### config.mk
export PLATFORM = sky130hd
export DESIGN_NAME = traffic_light_ctrl
export DESIGN_NICKNAME = d
export VERILOG_FILES = /design/src/rtl/traffic_pkg.sv /design/src/rtl/ped_req_latch.sv /design/src/rtl/traffic_light_ctrl.sv
export SDC_FILE = /design/constraint.sdc
export NUM_CORES = 1
export LEC_CHECK = 0
export CORE_MARGIN = 2
export CORE_UTILIZATION = 47
export CTS_CLUSTER_DIAMETER = 30
export CTS_CLUSTER_SIZE = 28
export DETAILED_ROUTE_END_ITERATION = 8
export PLACE_DENSITY = 0.83
export SYNTH_ARGS = -nofsm -noshare
export SYNTH_HDL_FRONTEND = slang
export SYNTH_HIERARCHICAL = 1
export SYNTH_SLANG_ARGS = --single-unit
export TNS_END_PERCENT = 5
### constraint.sdc
create_clock -name clk_i -period 1.8 [get_ports clk_i]
set_input_delay 0.27 -clock clk_i [delete_from_list [all_inputs] [get_ports clk_i]]
set_output_delay 0.27 -clock clk_i [all_outputs]
set_load 0.01 [all_outputs]
### src/rtl/traffic_pkg.sv
// Shared types for the traffic-light controller: phase states, lamp encodings
// and per-road lamp decode.
package traffic_pkg;

    typedef enum logic [2:0] {
        INIT,
        NS_G,
        NS_Y,
        RED_A,
        EW_G,
        EW_Y,
        RED_B,
        WALK
    } state_e;

    localparam logic [2:0] LAMP_R = 3'b100;
    localparam logic [2:0] LAMP_Y = 3'b010;
    localparam logic [2:0] LAMP_G = 3'b001;

    function automatic logic [2:0] ns_lamp(input state_e s);
        case (s)
            NS_G:    return LAMP_G;
            NS_Y:    return LAMP_Y;
            default: return LAMP_R;
        endcase
    endfunction

    function automatic logic [2:0] ew_lamp(input state_e s);
        case (s)
            EW_G:    return LAMP_G;
            EW_Y:    return LAMP_Y;
            default: return LAMP_R;
        endcase
    endfunction

endpackage

### src/rtl/ped_req_latch.sv
// Pedestrian request holding flop: set by a button press, cleared when the
// WALK phase is entered. Clear wins over a same-cycle set.
module ped_req_latch (
    input  logic i_clk,
    input  logic i_rst_n,
    input  logic i_set,
    input  logic i_clr,
    output logic o_pending
);

    logic r_pending;

    always_ff @(posedge i_clk or negedge i_rst_n) begin
        if (!i_rst_n) begin
            r_pending <= 1'b0;
        end else if (i_clr) begin
            r_pending <= 1'b0;
        end else if (i_set) begin
            r_pending <= 1'b1;
        end
    end

    assign o_pending = r_pending;

endmodule

### src/rtl/traffic_light_ctrl.sv
// Two-road traffic-light sequencer with optional pedestrian WALK phase; drives
// an external countdown timer and advances on its zero flag.
module traffic_light_ctrl
    import traffic_pkg::*;
#(
    parameter int unsigned TIMER_WIDTH = 16,
    parameter int unsigned GREEN_T     = 50000,
    parameter int unsigned YELLOW_T    = 10000,
    parameter int unsigned ALL_RED_T   = 2000,
    parameter int unsigned WALK_T      = 30000
) (
    input  logic                   clk_i,
    input  logic                   rst_ni,
    input  logic                   tmr_zero_i,
    output logic                   tmr_load_o,
    output logic [TIMER_WIDTH-1:0] tmr_data_o,
    input  logic                   ped_req_i,
    output logic                   ped_ack_o,
    output logic [2:0]             ns_o,
    output logic [2:0]             ew_o,
    output logic                   walk_o
);

    localparam longint unsigned MAX_T = longint'(1) << TIMER_WIDTH;
    localparam bit LENS_OK =
        (GREEN_T   >= 1) && (longint'(GREEN_T)   <= MAX_T) &&
        (YELLOW_T  >= 1) && (longint'(YELLOW_T)  <= MAX_T) &&
        (ALL_RED_T >= 1) && (longint'(ALL_RED_T) <= MAX_T) &&
        (WALK_T    >= 1) && (longint'(WALK_T)    <= MAX_T);

    if (!LENS_OK) begin : g_len_check
        $error("traffic_light_ctrl: phase length outside 1..2**TIMER_WIDTH");
    end

    state_e      r_state;
    state_e      w_next;
    logic        w_load;
    logic        w_pending;
    logic        w_enter_walk;
    int unsigned w_len;
    logic [2:0]  r_ns;
    logic [2:0]  r_ew;
    logic        r_walk;
    logic        r_ack;

    always_ff @(posedge clk_i or negedge rst_ni) begin
        if (!rst_ni) begin
            r_state <= INIT;
        end else begin
            r_state <= w_next;
        end
    end

    // A phase ends on the timer's zero cycle; the same cycle reloads the timer
    // with the next phase's length so every phase lasts exactly its parameter.
    always_comb begin
        w_load       = (r_state == INIT) || tmr_zero_i;
        w_next       = r_state;
        w_enter_walk = 1'b0;
        w_len        = ALL_RED_T;
        if (w_load) begin
            case (r_state)
                INIT:    w_next = RED_A;
                RED_A:   w_next = EW_G;
                EW_G:    w_next = EW_Y;
                EW_Y:    w_next = RED_B;
                RED_B:   w_next = w_pending ? WALK : NS_G;
                WALK:    w_next = NS_G;
                NS_G:    w_next = NS_Y;
                NS_Y:    w_next = RED_A;
                default: w_next = INIT;
            endcase
            w_enter_walk = (r_state == RED_B) && w_pending;
        end
        case (w_next)
            NS_G, EW_G: w_len = GREEN_T;
            NS_Y, EW_Y: w_len = YELLOW_T;
            WALK:       w_len = WALK_T;
            default:    w_len = ALL_RED_T;
        endcase
    end

    assign tmr_load_o = w_load;
    assign tmr_data_o = TIMER_WIDTH'(w_len - 32'd1);

    ped_req_latch u_ped_latch (
        .i_clk     (clk_i),
        .i_rst_n   (rst_ni),
        .i_set     (ped_req_i && (r_state != WALK)),
        .i_clr     (w_enter_walk),
        .o_pending (w_pending)
    );

    always_ff @(posedge clk_i or negedge rst_ni) begin
        if (!rst_ni) begin
            r_ns   <= LAMP_R;
            r_ew   <= LAMP_R;
            r_walk <= 1'b0;
            r_ack  <= 1'b0;
        end else begin
            r_ns   <= ns_lamp(w_next);
            r_ew   <= ew_lamp(w_next);
            r_walk <= (w_next == WALK);
            r_ack  <= w_enter_walk;
        end
    end

    assign ns_o      = r_ns;
    assign ew_o      = r_ew;
    assign walk_o    = r_walk;
    assign ped_ack_o = r_ack;

endmodule
==> metrics <==
num rows=15; routed wirelength normalized by instance count=approximately 14 um; overall power after layout=~2.2 mW; post-route worst setup slack=-0.00494 ns; remaining max-slew budget at the tightest pin=0.626; critical path cell sequence=buf_12 -> nand3b_1 -> buf_4 -> a21oi_4 -> inv_1 -> buf_2; reg2reg setup slack=0.46 ns; total half-perimeter wirelength after legalization and detailed placement=1.26 mm; Max-Cap Viols=0; top flip-flop cell by instance count after synthesis=dfrtp_1; Worst VDD drop=0.962 mV; sum of buffers and inverters on the critical path=4; Synth Area in Simple Gates=0.198; amount of wire on met2 after detailed routing=943 um; netlist area before placement=roughly 820 um2; largest delay contributor family on the critical path=buffers and inverters; total via count in the routed design=727; Antenna Cells=0; endpoint class of the critical path=output port; count of TritonRoute iterations in the first routing pass=4; delay of the slowest cell on the worst path=~0.40 ns; total number of yosys warnings=6; post-detailed-routing wire length=between 1.5 and 2 mm; Core Region=1670 um2; pin count of the biggest net entering global routing=20; share of synthesized flip-flops with an asynchronous set or reset=1.00; parity-gate share of the synthesized area counting xor and xnor cells=0.0214; mean cell area of the mapped netlist=around 9 um2; post-synthesis to final-layout area growth=43.0%; final-report hold violation count=0; kind of critical path=flip-flop to output port; total number of nets in the final design=approximately 130; launching element type of the critical path=flip-flop; overall routing resource usage=0.204; count of flip-flops with a built-in enable after synthesis=0; adder-cell share of the synthesized area=0; core utilization of the finished layout=0.700; Fillers=130; slowest stage cell on the critical path=dfrtp_1; Inserted Clock Buffers=3; Final Critical Period=between 1.5 and 2 ns; transition time at the pin with the least slew margin=0.559 ns; launching instance or port of the critical path=r_state[0]$_DFF_PN0_; total of flip-flops plus latches after synthesis=12; count of cells along the worst register-to-register path=5; I/O pin count=29; area occupied by multi-input gates=430 um2; width of the chip=45.7 um; Post-route DRC=0; met1 wire length=approximately 850 um; peak clock frequency supported by timing=between 500 and 600 MHz; largest family of logic cells by synthesized area=compound AO/OA/AOI/OAI gates; routability cong.=about 0.8; power density relative to cell area=1850 nW/um2; Max Used Layer=met4; root buffer cell=clkbuf_4; synthesized instance count=89; Longest Clk Path Bufs=2; end point of the critical path=tmr_data_o[9]; wire length of the first global-routing pass=slightly below 3 mm; Starting Density=0.489; Synth cell types=38; Max H-tree Level=1; number of antenna violations at the first check in global routing=0; number of violations reported at the end of detailed-routing iteration 0=11; Die Area=~2100 um2; Static Leakage=0.543 nW; Clock Sink Count=12; number of nets with antenna violations after detailed routing=0; clock-pin slew on the worst setup and hold paths=0.08 ns; status=complete, but fails checks; Die H=~46 um; number of buffers inserted by port buffering=21; final period utilization=1.00; number of endpoints failing setup at the final stage=1; final worst hold slack=approximately 0.35 ns; via count of the first global-routing pass=approximately 700; RR Endpoint=u_ped_latch/o_pending$_DFFE_PN0P_; Synth Area in Compound Gates=0.207; placement-stage worst setup slack=-0.318 ns; area taken by flip-flops and latches=305 um2; gr ovfl total=0; unrepaired setup endpoints after global routing=yes; instance count on the critical path=6; final-report max-slew violation count=0; highest fanout seen on the critical path=19; startpoint of the lowest-slack register-to-register path=r_state[0]$_DFF_PN0_; CTS tree=done; share of cell area taken by muxes after synthesis=0.0260; Min-Delay Path Class=primary input to asynchronous set/reset pin; met3 wire length=about 80 um; Via density=5.16; post-synthesis sequential area ratio=0.371; Data required, critical path=about 1.5 ns; setup clock skew after layout=approximately 0.0042 ns; Worst-Skew Late Latency=about 0.28 ns; WP data arrival=1.53 ns; violations in the final reports=negative setup slack; fraction of layout cells with a size suffix above 1=0.411
power by group:
group	total, mW	internal [mW]	switching (mW)
registers	0.459	0.386	0.0730
logic	1.48	0.783	0.692
clock network	0.222	0.123	0.0985
stage by stage:
stage | cells | cell area, um2 | setup TNS (ns)
finish | 141 | 1170 | -0.00494
global route | 141 | 1170 | -0.0971
CTS | 142 | 1140 | -0.226
detailed placement | 133 | 1080 | -2.36
global placement | 133 | 1080 | -2.00
floorplan | 94 | 836 | 0
repair_timing:
| item | 4_1_cts | 5_1_grt |
|---|---|---|
| pin swaps | 2 | 3 |
| buffers inserted | 5 | 0 |
| hold buffers | 0 | 0 |
| gates resized for setup | 35 | 16 |
| setup endpoints to repair | 10 | 9 |
kinds of logic (layout without fill, tap and decap cells):
| family | Yosys count | after routing |
|---|---|---|
| simple gates | 27 | 27 |
| flops | 12 | 12 |
| mux | 2 | 2 |
| other cells | 2 | 7 |
| buf+inv | 20 | 50 |
| compound gates | 24 | 24 |
| xor+xnor | 2 | 2 |
cells in the mapped netlist (all sizes together) (2+ instances only):
| master | instances | area share |
|---|---|---|
| conb | 2 | 0.0092 |
| dfstp | 2 | 0.064 |
| nand2b | 5 | 0.038 |
| nor3b | 2 | 0.031 |
| o21ai | 2 | 0.012 |
| a22oi | 2 | 0.025 |
| inv | 4 | 0.018 |
| a21oi | 7 | 0.047 |
| nand2 | 4 | 0.021 |
| dfrtp | 10 | 0.31 |
| buf | 16 | 0.15 |
| a21boi | 2 | 0.018 |
| a21o | 2 | 0.018 |
| nor2 | 7 | 0.041 |
| nor3 | 3 | 0.018 |
| a31oi | 3 | 0.023 |
placed cells by master (no fill, tap or decap), types with 3 or more instances in the layout:
cell              n
dfrtp_1           8
buf_2             6
a21oi_1           3
clkdlybuf4s50_1  10
nand2_1           3
nor2_1            6
buf_6             5
a21oi_2           3
nand2b_1          5
clkbuf_4          3
buf_4            16
inv_1             4
conb_1            7
a31oi_1           3
worst min-delay path by stage:
stage	depth (start not counted)	endpoint	start	slack [ns]
floorplan	0	ew_o[0]$_DFF_PN0_	rst_ni	-0.03
global placement	2	u_ped_latch/o_pending$_DFFE_PN0P_	u_ped_latch/o_pending$_DFFE_PN0P_	0.60
detailed placement	2	u_ped_latch/o_pending$_DFFE_PN0P_	u_ped_latch/o_pending$_DFFE_PN0P_	0.61
CTS	1	ped_ack_o$_DFF_PN0_	rst_ni	0.35
global route	1	r_state[0]$_DFF_PN0_	rst_ni	0.39
finish	1	ped_ack_o$_DFF_PN0_	rst_ni	0.35
layout make-up:
cell class | instances | share of cell area
multi-input combinational | 62 | 0.368
timing repair buffer | 42 | 0.308
sequential | 12 | 0.261
clock buffer | 4 | 0.0310
tap | 17 | 0.0182
inverter | 4 | 0.0128
per-layer routing:
| layer | global-route usage | vias to the layer above |
|---|---|---|
| li1 | - | 357 |
| met1 | 0.236 | 337 |
| met2 | 0.330 | 27 |
| met3 | 0.0278 | 6 |
| met4 | 0.166 | 0 |
| met5 | 0 | - |
registers in the layout (all words and copies together) (netlist names):
signal                 flops
ns_o                       3
ew_o                       3
u_ped_latch/o_pending      1
walk_o                     1
r_state                    3
ped_ack_o                  1
(Power assumes the default switching activity.)
